[src/rtl/riscv_alu_pkg.sv]
// Shared ALU opcodes, RV32I major opcodes and the ID/EX issue bundle type.
// Latency: n/a (types and constants only).
// Backpressure: n/a.
package riscv_alu_pkg;

  // 4-bit operation codes understood by the ALU
  localparam logic [3:0] ALU_ADD  = 4'b0000;
  localparam logic [3:0] ALU_SUB  = 4'b0001;
  localparam logic [3:0] ALU_SLT  = 4'b0010;
  localparam logic [3:0] ALU_SLTU = 4'b0011;
  localparam logic [3:0] ALU_AND  = 4'b0100;
  localparam logic [3:0] ALU_OR   = 4'b0101;
  localparam logic [3:0] ALU_XOR  = 4'b0110;

  // RV32I major opcodes handled by this stage
  localparam logic [6:0] OPC_OP     = 7'b0110011;
  localparam logic [6:0] OPC_OP_IMM = 7'b0010011;
  localparam logic [6:0] OPC_LOAD   = 7'b0000011;
  localparam logic [6:0] OPC_STORE  = 7'b0100011;
  localparam logic [6:0] OPC_BRANCH = 7'b1100011;

  // Everything the EX stage receives for one instruction
  typedef struct packed {
    logic [3:0]  alu_op;
    logic [31:0] op1;
    logic [31:0] op2;
    logic [31:0] store_data;
    logic [4:0]  rd;
    logic        reg_write;
    logic        mem_read;
    logic        mem_write;
    logic        is_branch;
    logic        branch_on_zero;
    logic [31:0] branch_target;
    logic        illegal;
  } issue_bundle_t;

  // Sign-extend a 12-bit immediate to 32 bits
  function automatic logic [31:0] sext12(input logic [11:0] v);
    return {{20{v[11]}}, v};
  endfunction

  // Register/immediate arithmetic funct3 -> {legal, alu_op}; shifts (001/101) are not supported
  function automatic logic [4:0] f3_to_alu(input logic [2:0] f3);
    case (f3)
      3'b000:  return {1'b1, ALU_ADD};
      3'b010:  return {1'b1, ALU_SLT};
      3'b011:  return {1'b1, ALU_SLTU};
      3'b100:  return {1'b1, ALU_XOR};
      3'b110:  return {1'b1, ALU_OR};
      3'b111:  return {1'b1, ALU_AND};
      default: return {1'b0, ALU_ADD};
    endcase
  endfunction

endpackage

[src/rtl/rv32_alu_decoder.sv]
// Combinational RV32I decoder: instruction + operands -> issue bundle, illegal flag.
// Latency: 0 cycles (pure combinational).
// Backpressure: none; the enclosing stage decides when the result is captured.
module rv32_alu_decoder
  import riscv_alu_pkg::*;
(
  input  logic [31:0]   instr_i,
  input  logic [31:0]   pc_i,
  input  logic [31:0]   rs1_data_i,
  input  logic [31:0]   rs2_data_i,
  output issue_bundle_t bundle_o
);

  logic [6:0]  opcode;
  logic [2:0]  funct3;
  logic [6:0]  funct7;
  logic [31:0] i_imm;
  logic [31:0] s_imm;
  logic [31:0] b_imm;
  logic [4:0]  f3_map;
  logic        legal;
  logic        wants_write;

  // Register indices of rs1 are consumed by the register file, not here
  logic unused_rs1_idx;
  assign unused_rs1_idx = ^instr_i[19:15];

  assign opcode = instr_i[6:0];
  assign funct3 = instr_i[14:12];
  assign funct7 = instr_i[31:25];
  assign i_imm  = sext12(instr_i[31:20]);
  assign s_imm  = sext12({instr_i[31:25], instr_i[11:7]});
  assign b_imm  = {{19{instr_i[31]}}, instr_i[31], instr_i[7], instr_i[30:25], instr_i[11:8], 1'b0};
  assign f3_map = f3_to_alu(funct3);

  // Decode opcode/funct fields; illegal encodings collapse to a side-effect-free ADD
  always_comb begin
    bundle_o               = '0;
    bundle_o.alu_op        = ALU_ADD;
    bundle_o.op1           = rs1_data_i;
    bundle_o.op2           = rs2_data_i;
    bundle_o.store_data    = rs2_data_i;
    bundle_o.rd            = instr_i[11:7];
    bundle_o.branch_target = pc_i + b_imm;
    legal                  = 1'b1;
    wants_write            = 1'b0;

    case (opcode)
      OPC_OP: begin
        wants_write = 1'b1;
        if (funct7 == 7'b0000000) begin
          legal           = f3_map[4];
          bundle_o.alu_op = f3_map[3:0];
        end else if (funct7 == 7'b0100000 && funct3 == 3'b000) begin
          bundle_o.alu_op = ALU_SUB;
        end else begin
          legal = 1'b0;
        end
      end
      OPC_OP_IMM: begin
        wants_write     = 1'b1;
        legal           = f3_map[4];
        bundle_o.alu_op = f3_map[3:0];
        bundle_o.op2    = i_imm;
      end
      OPC_LOAD: begin
        legal             = (funct3 == 3'b010);
        wants_write       = 1'b1;
        bundle_o.op2      = i_imm;
        bundle_o.mem_read = 1'b1;
      end
      OPC_STORE: begin
        legal              = (funct3 == 3'b010);
        bundle_o.op2       = s_imm;
        bundle_o.mem_write = 1'b1;
      end
      OPC_BRANCH: begin
        legal                   = (funct3 == 3'b000) || (funct3 == 3'b001);
        bundle_o.alu_op         = ALU_SUB;
        bundle_o.is_branch      = 1'b1;
        bundle_o.branch_on_zero = (funct3 == 3'b000);
      end
      default: legal = 1'b0;
    endcase

    if (!legal) begin
      bundle_o.alu_op         = ALU_ADD;
      bundle_o.mem_read       = 1'b0;
      bundle_o.mem_write      = 1'b0;
      bundle_o.is_branch      = 1'b0;
      bundle_o.branch_on_zero = 1'b0;
      wants_write             = 1'b0;
    end

    // x0 is hard-wired to zero, so never request a write to it
    bundle_o.reg_write = wants_write && (instr_i[11:7] != 5'd0);
    bundle_o.illegal   = !legal;
  end

endmodule

[src/rtl/alu_issue_stage.sv]
// Decode-and-issue stage: single-entry ID/EX register in front of the ALU.
// Latency: 1 cycle from accepted input to out_valid; back-to-back issue with no bubble.
// Backpressure: in_ready = !out_valid || out_ready; a held bundle is frozen; flush kills entry and input.
module alu_issue_stage
  import riscv_alu_pkg::*;
#(
  parameter int XLEN           = 32,  // only 32 is supported
  parameter bit ILLEGAL_AS_NOP = 1'b1
) (
  input  logic            CLK,
  input  logic            RST,
  input  logic            in_valid,
  output logic            in_ready,
  input  logic [XLEN-1:0] instr,
  input  logic [XLEN-1:0] pc,
  input  logic [XLEN-1:0] rs1_data,
  input  logic [XLEN-1:0] rs2_data,
  input  logic            flush,
  output logic            out_valid,
  input  logic            out_ready,
  output logic [3:0]      ALU_operation,
  output logic [XLEN-1:0] op1,
  output logic [XLEN-1:0] op2,
  output logic [XLEN-1:0] store_data,
  output logic [4:0]      rd,
  output logic            reg_write,
  output logic            mem_read,
  output logic            mem_write,
  output logic            is_branch,
  output logic            branch_on_zero,
  output logic [XLEN-1:0] branch_target,
  output logic            illegal
);

  issue_bundle_t dec_bundle;
  issue_bundle_t bundle_q;
  issue_bundle_t bundle_d;
  logic          valid_q;
  logic          valid_d;
  logic          load;

  rv32_alu_decoder u_dec (
    .instr_i    (instr),
    .pc_i       (pc),
    .rs1_data_i (rs1_data),
    .rs2_data_i (rs2_data),
    .bundle_o   (dec_bundle)
  );

  assign in_ready = !valid_q || out_ready;
  // When illegal instructions are not issued as NOPs they are consumed but never loaded
  assign load = in_valid && in_ready && !flush && (ILLEGAL_AS_NOP || !dec_bundle.illegal);

  // Next state: flush beats load, load beats drain, otherwise hold
  always_comb begin
    valid_d  = valid_q;
    bundle_d = bundle_q;
    if (flush) begin
      valid_d = 1'b0;
    end else if (load) begin
      valid_d  = 1'b1;
      bundle_d = dec_bundle;
    end else if (out_ready) begin
      valid_d = 1'b0;
    end
  end

  // ID/EX register; reset clears the bundle outputs immediately
  always_ff @(posedge CLK or posedge RST) begin
    if (RST) begin
      valid_q  <= 1'b0;
      bundle_q <= '0;
    end else begin
      valid_q  <= valid_d;
      bundle_q <= bundle_d;
    end
  end

  assign out_valid      = valid_q;
  assign ALU_operation  = bundle_q.alu_op;
  assign op1            = bundle_q.op1;
  assign op2            = bundle_q.op2;
  assign store_data     = bundle_q.store_data;
  assign rd             = bundle_q.rd;
  assign reg_write      = bundle_q.reg_write;
  assign mem_read       = bundle_q.mem_read;
  assign mem_write      = bundle_q.mem_write;
  assign is_branch      = bundle_q.is_branch;
  assign branch_on_zero = bundle_q.branch_on_zero;
  assign branch_target  = bundle_q.branch_target;
  assign illegal        = bundle_q.illegal;

endmodule

[config.mk]
export PLATFORM = sky130hd
export DESIGN_NAME = alu_issue_stage
export DESIGN_NICKNAME = d
export VERILOG_FILES = /design/src/rtl/riscv_alu_pkg.sv /design/src/rtl/rv32_alu_decoder.sv /design/src/rtl/alu_issue_stage.sv
export SDC_FILE = /design/constraint.sdc
export NUM_CORES = 1
export LEC_CHECK = 0
export CORE_ASPECT_RATIO = 0.5
export CORE_MARGIN = 2
export CORE_UTILIZATION = 42
export CTS_BUF_LIST = sky130_fd_sc_hd__clkbuf_4 sky130_fd_sc_hd__clkbuf_8
export CTS_CLUSTER_DIAMETER = 40
export CTS_CLUSTER_SIZE = 40
export DETAILED_ROUTE_END_ITERATION = 10
export GPL_ROUTABILITY_DRIVEN = 0
export PLACE_DENSITY = 0.79
export SKIP_LAST_GASP = 1
export SYNTH_ARGS = -nofsm -noshare
export SYNTH_HDL_FRONTEND = slang
export SYNTH_SLANG_ARGS = --single-unit
[constraint.sdc]
create_clock -name CLK -period 5.8 [get_ports CLK]
set_input_delay 1.74 -clock CLK [delete_from_list [all_inputs] [get_ports CLK]]
set_output_delay 1.74 -clock CLK [all_outputs]
set_load 0.01 [all_outputs]
# Word level (Yosys, flattened, before mapping)
# Cells that the tools add are included.
classes:
  muxes: 18
  addsub: 1
  eq_ne: 12
  n_bitwise: 1
  n_reduce_logical: 17
op_table:
  columns: ["op", "count"]
  rows:
  - ["$pmux 32 s2", 1]
  - ["$add 32x32->32", 1]
  - ["$pmux 5 s6", 1]
  - ["$eq 7x6->1 const B", 3]
  - ["$mux 4", 3]
  - ["$pmux 4 s3", 1]
  - ["$mux 1", 10]
  - ["$eq 3x3->1 const B", 3]
  - ["$eq 7x2->1 const B", 1]
  - ["$eq 7x5->1 const B", 1]
  - ["$eq 7x7->1 const B", 1]
  - ["$logic_not 7->1", 1]
  - ["$eq 3x2->1 const B", 2]
  - ["$reduce_bool 5->1", 1]
  - ["$logic_and 1x1->1", 4]
  - ["$pmux 1 s4", 1]
  - ["$reduce_or 2->1", 2]
  - ["$eq 3x1->1 const B", 1]
  - ["$logic_not 1->1", 3]
  - ["$logic_not 3->1", 1]
  - ["$reduce_bool 3->1", 1]
  - ["$reduce_or 3->1", 1]
  - ["$logic_or 1x1->1", 2]
  - ["$mux 2", 1]
  - ["other kinds (2)", 2]
totals:
  input_bits: 133
  word_cells: 62
  ff_bits: 144

# Logic depth before layout (Yosys ltp)
# Gate-level depths: netlist of run 1.
depth:
  ltp_word: 7
  depth_mapped: 10
  depth_no_buf: 9

# Modules after synthesis
# Synthesis of run 1 repeated with hierarchy kept, for this count alone.
hier_totals:
  cells_unflattened: 707
  hier_area_um2: 8524.4
by_module_without_submodules:
  columns: ["mod", "area_per_inst_um2", "seq_area_each_um2", "instances", "cells_each"]
  rows:
  - ["alu_issue_stage", 5741.8, 3603.5, 1, 309]
  - ["rv32_alu_decoder", 2782.7, 0.0, 1, 398]

# Worst setup path before layout of run 1
# No wires, ideal clock.
synth_path:
  path_type: "input to register"
  start: "in instr[8]"
  end: "reg bundle_q (netlist bit branch_target[21])"
  required_time_ns: 5.708
  path_buffers: 0
  path_stages: 9
  arrival_time_ns: 3.830
  setup_slack_ns: 1.878
  path_cell_list: "ha_1 fa_1 a211oi_2 o21a_2 o32ai_4 a221o_2 o21a_1 o21a_1 o31ai_2"
synth_via:
  elab_chain_len: 1
synth_rtl:
  columns: ["element", "line_no", "source"]
  rows:
  - ["start, declared", "alu_issue_stage.sv:14", "input logic [XLEN-1:0] instr,"]
  - ["$add 32x32->32", "rv32_alu_decoder.sv:44", "bundle_o.branch_target = pc_i + b_imm;"]
  - ["end signal, assigned", "alu_issue_stage.sv:75", "bundle_q <= bundle_d;"]
  - ["end, declared", "alu_issue_stage.sv:36", "issue_bundle_t bundle_q;"]
# Every way passes these cells.
# A chain may end at the register's enable or synchronous reset.

# Final worst setup path of run 1
layout_path:
  start: "in out_ready"
  end: "out in_ready"
layout_via:
  elab_chain_len: 1
layout_rtl:
  columns: ["element", "line_no", "source"]
  rows:
  - ["start, declared", "alu_issue_stage.sv:20", "input logic out_ready,"]
  - ["$logic_or 1x1->1", "alu_issue_stage.sv:50", "assign in_ready = !valid_q || out_ready;"]
  - ["end, declared", "alu_issue_stage.sv:13", "output logic in_ready,"]
# Every way passes these cells.

==> out/qor.csv, run 1 <==
metric,value,unit
drv_cap,0,
drcViolationCount,0,
synth-edff-count,0,
clock-sinks,143,
layout.cells.non_filler,1385,
setup_viol_count_final,0,
yosysTopAreaCell,dfrtp_1,
ys_seq_elements,143,
die_y,98.81,um
cp.required,4.06,ns
syn_avg_cell_area,8.437,sq um
regArea,3578,sq um
place_ws,1.099,ns
clk_pin_slew_worst_paths,0.08,ns
holdWs,0.4781,ns
skew,0.01342,ns
routed_wl,23.16,mm
synth_nets,1059,
synth_top_area_share,47.39,%
n_fill_cell,1500,
cts-resized-gates,0,
final_layout_size_suffix_gt1_share,4.952,%
criticalPathCategory,in -> out,
fp.coreArea,17480,sq um
die_x,193.6,um
ctsHoldBuffers,0,
clockRootBuffer,clkbuf_8,
clk_latency,0.45,ns
tns,0,ns
r2r_start,out_valid$_DFFE_PP0P_,
ys_warn_count,0,
vias_per_cell,5.340,
outcome,finished clean,
io_buffers,271,
cts_tree,yes,
clockBufferDepth,2,
worst_slack,1.087,ns
io_pins,278,
hp-class,reg -> reg,
multi_input_area,3732,sq um
num_vias,7396,
post_cts.repair.setup_buffers,0,
syn_inst,895,
async_flop_share,100.0,%
n_antenna_cell,0,
nets,1302,
grt_pass1_wl,37.47,mm
synth_area,7551,sq um
worstPathArrival,2.97,ns
ys_seq_area_share,47.39,%
wl_per_cell,16.72,um
worst_pin_slew,1.056,ns
vdd.ir_drop.worst,0.1656,mV
synth_area_leaders,"dfrtp_1, nand2_1, ha_1, o21ai_0, a21oi_1",
critPathMaxFanout,3,
antenna_found_initial,0,
slew_headroom,29.45,%
grt_max_degree,202,
ant_nets,0,
rsz0062_at_grt,no,
dp_cells,1353,
synth_ff_type,dfrtp_1,
cts_made_buffers,17,
hpwlAfterDp,16.56,mm
drv_slew,0,
dieArea,19130,sq um
area_delta_synth_final,43.25,%
startpoint,out_ready,
pwr_density_cell,277.8,nW/um^2
power.leakage,4.916,nW
holdCritStartpoint,op1[4]$_DFFE_PP0P_,
htree_levels,4,
dr.pass1.iters,5,
end_kind,output port,
drt_iter0_drc,509,
overflow,0,
final.min_clock_period,4.713,ns
total_power,3.005,mW
post-route-period-util,81.26,%
initial_core_util,43.19,%
cp-start-kind,input port,
grt.total_usage,24.43,%
ys_types,68,
grt_pass1_vias,7372,
fmax,212.2,MHz
core.rowCount,34,
hold_viol,0,
==> layout by cell type (no fill, tap or decap), types with 5 or more instances in the layout <==
master	netlist	routed
nand4_1	7	7
o21a_1	7	7
and3_1	11	11
ha_1	30	30
nor2b_1	5	5
nor3_1	13	13
clkdlybuf4s50_1	0	271
o22ai_1	6	6
clkbuf_8	0	20
nor4_1	5	5
o21ai_0	63	63
dfrtp_1	143	143
xor2_1	14	14
nand3_1	20	20
nor2_1	35	35
a21oi_1	54	54
a31oi_1	8	8
a21o_1	12	12
xnor2_1	5	5
o211ai_1	5	5
nand2_1	312	312
inv_1	11	10
o31ai_1	6	6
==> cell type report <==
type / instances / share of cell area [%]
clock buffer: 21 / 2.614
clock inverter: 11 / 1.122
inverter: 11 / 0.4280
multi-input combinational: 689 / 34.51
sequential: 143 / 33.08
tap: 234 / 2.707
timing repair buffer: 276 / 25.54
==> worst max-delay path: stages <==
cell	delay, ns
clkdlybuf4s50_1	0.40
nor2b_1	0.23
inv_1	0.10
clkdlybuf4s50_1	0.49
==> layer usage <==
layer / up-vias / GRT usage (%) / share of wire, %
met5: - / 0 / 0
met4: 0 / 10.16 / 3.5
met3: 64 / 5.305 / 5.1
met2: 252 / 42.45 / 50
met1: 3526 / 29.80 / 42
li1: 3554 / - / -
==> per-stage QoR <==
| stage | cell area, sq um | util [%] |
|---|---|---|
| global placement | 10410 | 59.55 |
| finish | 10820 | 61.86 |
| detailed placement | 10410 | 59.55 |
| global route | 10820 | 61.86 |
| CTS | 10820 | 61.86 |
| floorplan | 7551 | - |
==> report_power, final <==
part	internal (mW)	leakage [nW]	switching, mW
clock	0.391	0.205	0.436
combinational	0.491	2.94	0.451
sequential	1.15	1.77	0.0849
total	2.03	4.92	0.971
==> synth_stat cells (2+ instances only) <==
| library cell | n |
|---|---|
| buf_4 | 2 |
| o211ai_1 | 5 |
| a41oi_1 | 3 |
| o211a_1 | 2 |
| xnor2_1 | 5 |
| clkbuf_1 | 44 |
| nand3_1 | 20 |
| or3_1 | 2 |
| o221ai_1 | 2 |
| xor2_1 | 14 |
| nor2b_1 | 5 |
| nor4_1 | 5 |
| buf_1 | 5 |
| nand2_1 | 312 |
| o22ai_1 | 6 |
| nand3b_1 | 3 |
| o21ai_1 | 4 |
| nor2_1 | 35 |
| a21oi_1 | 54 |
| a211o_1 | 3 |
| a21o_1 | 12 |
| o21a_1 | 7 |
| a31oi_1 | 8 |
| nor3_1 | 13 |
| and3_1 | 11 |
| o21ai_0 | 63 |
| o21bai_1 | 3 |
| a211oi_1 | 2 |
| inv_1 | 11 |
| nand2b_1 | 4 |
| dfrtp_1 | 143 |
| nor3b_1 | 3 |
| o31ai_1 | 6 |
| ha_1 | 30 |
| and2_1 | 3 |
| a32o_1 | 2 |
| a211o_2 | 2 |
| nand4_1 | 7 |
| o2111ai_1 | 4 |
| or4_1 | 2 |
==> worst paths after layout <==
path	endpoint	slack, ns	cells past startpoint
min in group asynchronous	op1[29]$_DFFE_PP0P_	1.82	2
min reg2reg	op1[4]$_DFFE_PP0P_	0.48	2
max	in_ready	1.09	4
max in group asynchronous	branch_target[17]$_DFFE_PP0P_	3.05	3
max reg2reg	mem_read$_DFFE_PP0P_	3.64	5
min	op1[4]$_DFFE_PP0P_	0.48	2
==> cells by family (layout without fill, tap and decap cells) <==
family                     after synthesis  in the layout  synth area share [%]
buffers and inverters                   63            319                 3.248
and+or+nand+nor                        430            430                 23.86
DFF                                    143            143                 47.39
AOI/OAI and AO/OA                      207            207                 17.88
muxes                                    1              1                0.1326
other                                    1              1               0.04966
xor gates and xnor gates                19             19                 2.204
adders and majority gates               31             31                 5.236
==> flip-flops by register name, summed over array words and instances (netlist names), 3 cells and up <==
register and cells:
op2 32, rd 5, branch_target 32, ALU_operation 3
store_data 32, op1 32
Power figures use the tool's default switching activity.
==> run 2: changes to the inputs <==
--- a/config.mk
+++ b/config.mk
@@ -7,13 +7,13 @@
 export LEC_CHECK = 0
 export CORE_ASPECT_RATIO = 0.5
 export CORE_MARGIN = 2
-export CORE_UTILIZATION = 42
+export CORE_UTILIZATION = 45
 export CTS_BUF_LIST = sky130_fd_sc_hd__clkbuf_4 sky130_fd_sc_hd__clkbuf_8
 export CTS_CLUSTER_DIAMETER = 40
 export CTS_CLUSTER_SIZE = 40
 export DETAILED_ROUTE_END_ITERATION = 10
 export GPL_ROUTABILITY_DRIVEN = 0
-export PLACE_DENSITY = 0.79
+export PLACE_DENSITY = 0.81
 export SKIP_LAST_GASP = 1
 export SYNTH_ARGS = -nofsm -noshare
 export SYNTH_HDL_FRONTEND = slang
==> constraint.sdc (replaced) <==
create_clock -name CLK -period 4.5 [get_ports CLK]
set_input_delay 1.35 -clock CLK [delete_from_list [all_inputs] [get_ports CLK]]
set_output_delay 1.35 -clock CLK [all_outputs]
set_load 0.01 [all_outputs]
==> run 2 against run 1 <==
  * Critical path depth up 5
  * Highest routed layer unchanged
  * Design area up 0.61%
  * Setup slack worse by 0.57 ns
  * Largest power group unchanged
  * Total power up 29%
  * Clock skew up 0.0030 ns
  * Utilization up 4.5 points
  * Non-clock buffer count up 5
  * Sequential power up 28%
  * Via count up 0.12%
  * Critical endpoint is now branch_target[29]$_DFFE_PP0P_
  * Routed wire length down 2.1%
  * Flip-flop and latch count unchanged
  * Sequential share of layout area down 0.20 points
==> out/qor.csv, run 2 (same netlist as run 1, synthesis figures left out) <==
metric,value,unit,change
holdWs,0.4798,ns,+0.001693 ns
cp-start-kind,input port,,
die_y,95.60,um,-3.3%
initial_core_util,46.07,%,+2.9 points
end_kind,flop,,
hp-class,reg -> reg,,
pwr_density_cell,356.1,nW/um^2,+28%
hold_viol,0,,unchanged
num_vias,7405,,+0.12%
area_delta_synth_final,44.13,%,
ctsHoldBuffers,0,,unchanged
cts_made_buffers,17,,unchanged
seq_power_share,41.1,%,about the same
drv_cap,0,,unchanged
most-common-layout-cells,"nand2_1, clkdlybuf4s50_1, dfrtp_1, o21ai_0, a21oi_1",,
pwr-share-comb,31.4,%,about the same
fp.coreArea,16390,sq um,-6.2%
vias_per_cell,5.354,,+0.27%
p_int,2.591,mW,+27%
power.leakage,4.943,nW,+0.55%
wl_per_cell,16.40,um,-1.9%
setup_viol_count_final,0,,unchanged
die_x,187.2,um,-3.3%
grt_pass1_vias,7138,,-3.2%
vdd.ir_drop.worst,0.1857,mV,+12%
drcViolationCount,0,,unchanged
hpwlAfterDp,16.38,mm,-1.1%
cts-resized-gates,0,,unchanged
drv_slew,0,,unchanged
grt_max_degree,155,,-23%
post-route-period-util,88.42,%,
outcome,finished clean,,
grt_util_met2,45.57,%,+3.1 points
worstPathArrival,4.36,ns,+1.39 ns
clock-sinks,143,,unchanged
cts_tree,yes,,
fin_util,66.39,%,+4.5 points
worst_pin_slew,0.9291,ns,-0.1266 ns
final_common_cell,nand2_1,,
htree_levels,4,,unchanged
dieArea,17890,sq um,-6.5%
drt_iter0_drc,518,,+1.8%
clk_latency,0.45,ns,about the same
ant_nets,0,,unchanged
grt_busiest_layer,met2,,
postLayoutCellArea,10880,sq um,+0.61%
core.rowCount,33,,-2.9%
switchingPower,1.284,mW,+32%
final_layout_size_suffix_gt1_share,5.363,%,+0.41 points
io_pins,278,,unchanged
critPathMaxFanout,13,,+10
dr.pass1.iters,5,,unchanged
antenna_found_initial,0,,unchanged
grt.total_usage,25.05,%,+0.62 points
rsz0062_at_grt,no,,
fmax,251.3,MHz,
met1_usage,29.31,%,-0.50 points
skew,0.01644,ns,+0.003022 ns
tns,0,ns,unchanged
grt_pass1_wl,35.67,mm,-4.8%
slew_headroom,38.06,%,+8.6 points
criticalPathCategory,in -> reg,,
final.min_clock_period,3.979,ns,
overflow,0,,unchanged
clk_pin_slew_worst_paths,0.09,ns,about the same
dpl-instance-area,10480,sq um,+0.62%
clockBufferDepth,2,,unchanged
clockRootBuffer,clkbuf_8,,
gr-usage-met3,5.999,%,+0.69 points
nets,1307,,+0.38%
n_antenna_cell,0,,unchanged
swShare,33.14,%,+0.81 points
cp.required,4.88,ns,+0.82 ns
io_buffers,271,,unchanged
post_cts.repair.setup_buffers,0,,unchanged
routed_wl,22.69,mm,-2.1%
power.clock.fraction,27.5,%,about the same
-- run 2: cell count changes in the layout (fill, tap and decap cells not counted), sizes merged --
cell      change
clkbuf        -4
buf           +5
inv           +2
clkinvlp      +2
-- run 2: final timing paths --
path / start / cells after the start / slack (ns) / endpoint
setup / recovery: instr[31] / 9 / 0.52 / branch_target[29]$_DFFE_PP0P_
min in group asynchronous: RST / 2 / 1.39 / op1[7]$_DFFE_PP0P_
setup reg to reg: out_valid$_DFFE_PP0P_ / 6 / 2.55 / ALU_operation[2]$_DFFE_PP0P_
hold reg to reg: store_data[2]$_DFFE_PP0P_ / 2 / 0.48 / store_data[2]$_DFFE_PP0P_
hold / removal: store_data[2]$_DFFE_PP0P_ / 2 / 0.48 / store_data[2]$_DFFE_PP0P_
max in group asynchronous: RST / 3 / 2.34 / branch_target[16]$_DFFE_PP0P_
-- run 2: metrics by stage --
stage	power, mW	std cells	worst slack (ns)
6_report	3.875	1383	0.5210
4_1_cts	3.910	1383	0.5601
5_1_grt	4.086	1383	0.3752
3_5_place_dp	2.835	1351	0.1479
3_3_place_gp	2.797	1351	0.2744
2_1_floorplan	2.149	895	0.9679
-- run 2: layer usage --
layer | up-vias | routed length, um
met1 | 3537 | 9171
met3 | 48 | 1346
li1 | 3556 | -
met5 | - | 0
met4 | 0 | 689
met2 | 264 | 11480
-- run 2: layout make-up --
type                            count  area [sq um]
Fill cell                        1366          5509
Multi-Input combinational cell    689          3732
Sequential cell                   143          3578
Timing Repair Buffer              281          2838
Tap cell                          227         284.0
Clock buffer                       17         234.0
Clock inverter                     15         171.4
Inverter                           11         45.04
-- run 2: power groups by stage --
stage	Clock (mW)	Sequential, mW	Combinational [mW]
floorplan	0	1.71	0.440
global placement	0	1.61	1.19
detailed placement	0	1.62	1.22
CTS	1.09	1.60	1.22
global route	1.15	1.62	1.32
finish	1.06	1.59	1.22
-- run 2: worst max-delay path: stages --
cell,delay (ns)
clkdlybuf4s50_1,0.74
buf_4,0.35
ha_1,0.45
nand2_1,0.17
nor4_1,0.59
nand4_1,0.21
o211a_1,0.19
a211o_1,0.25
nand3_1,0.06
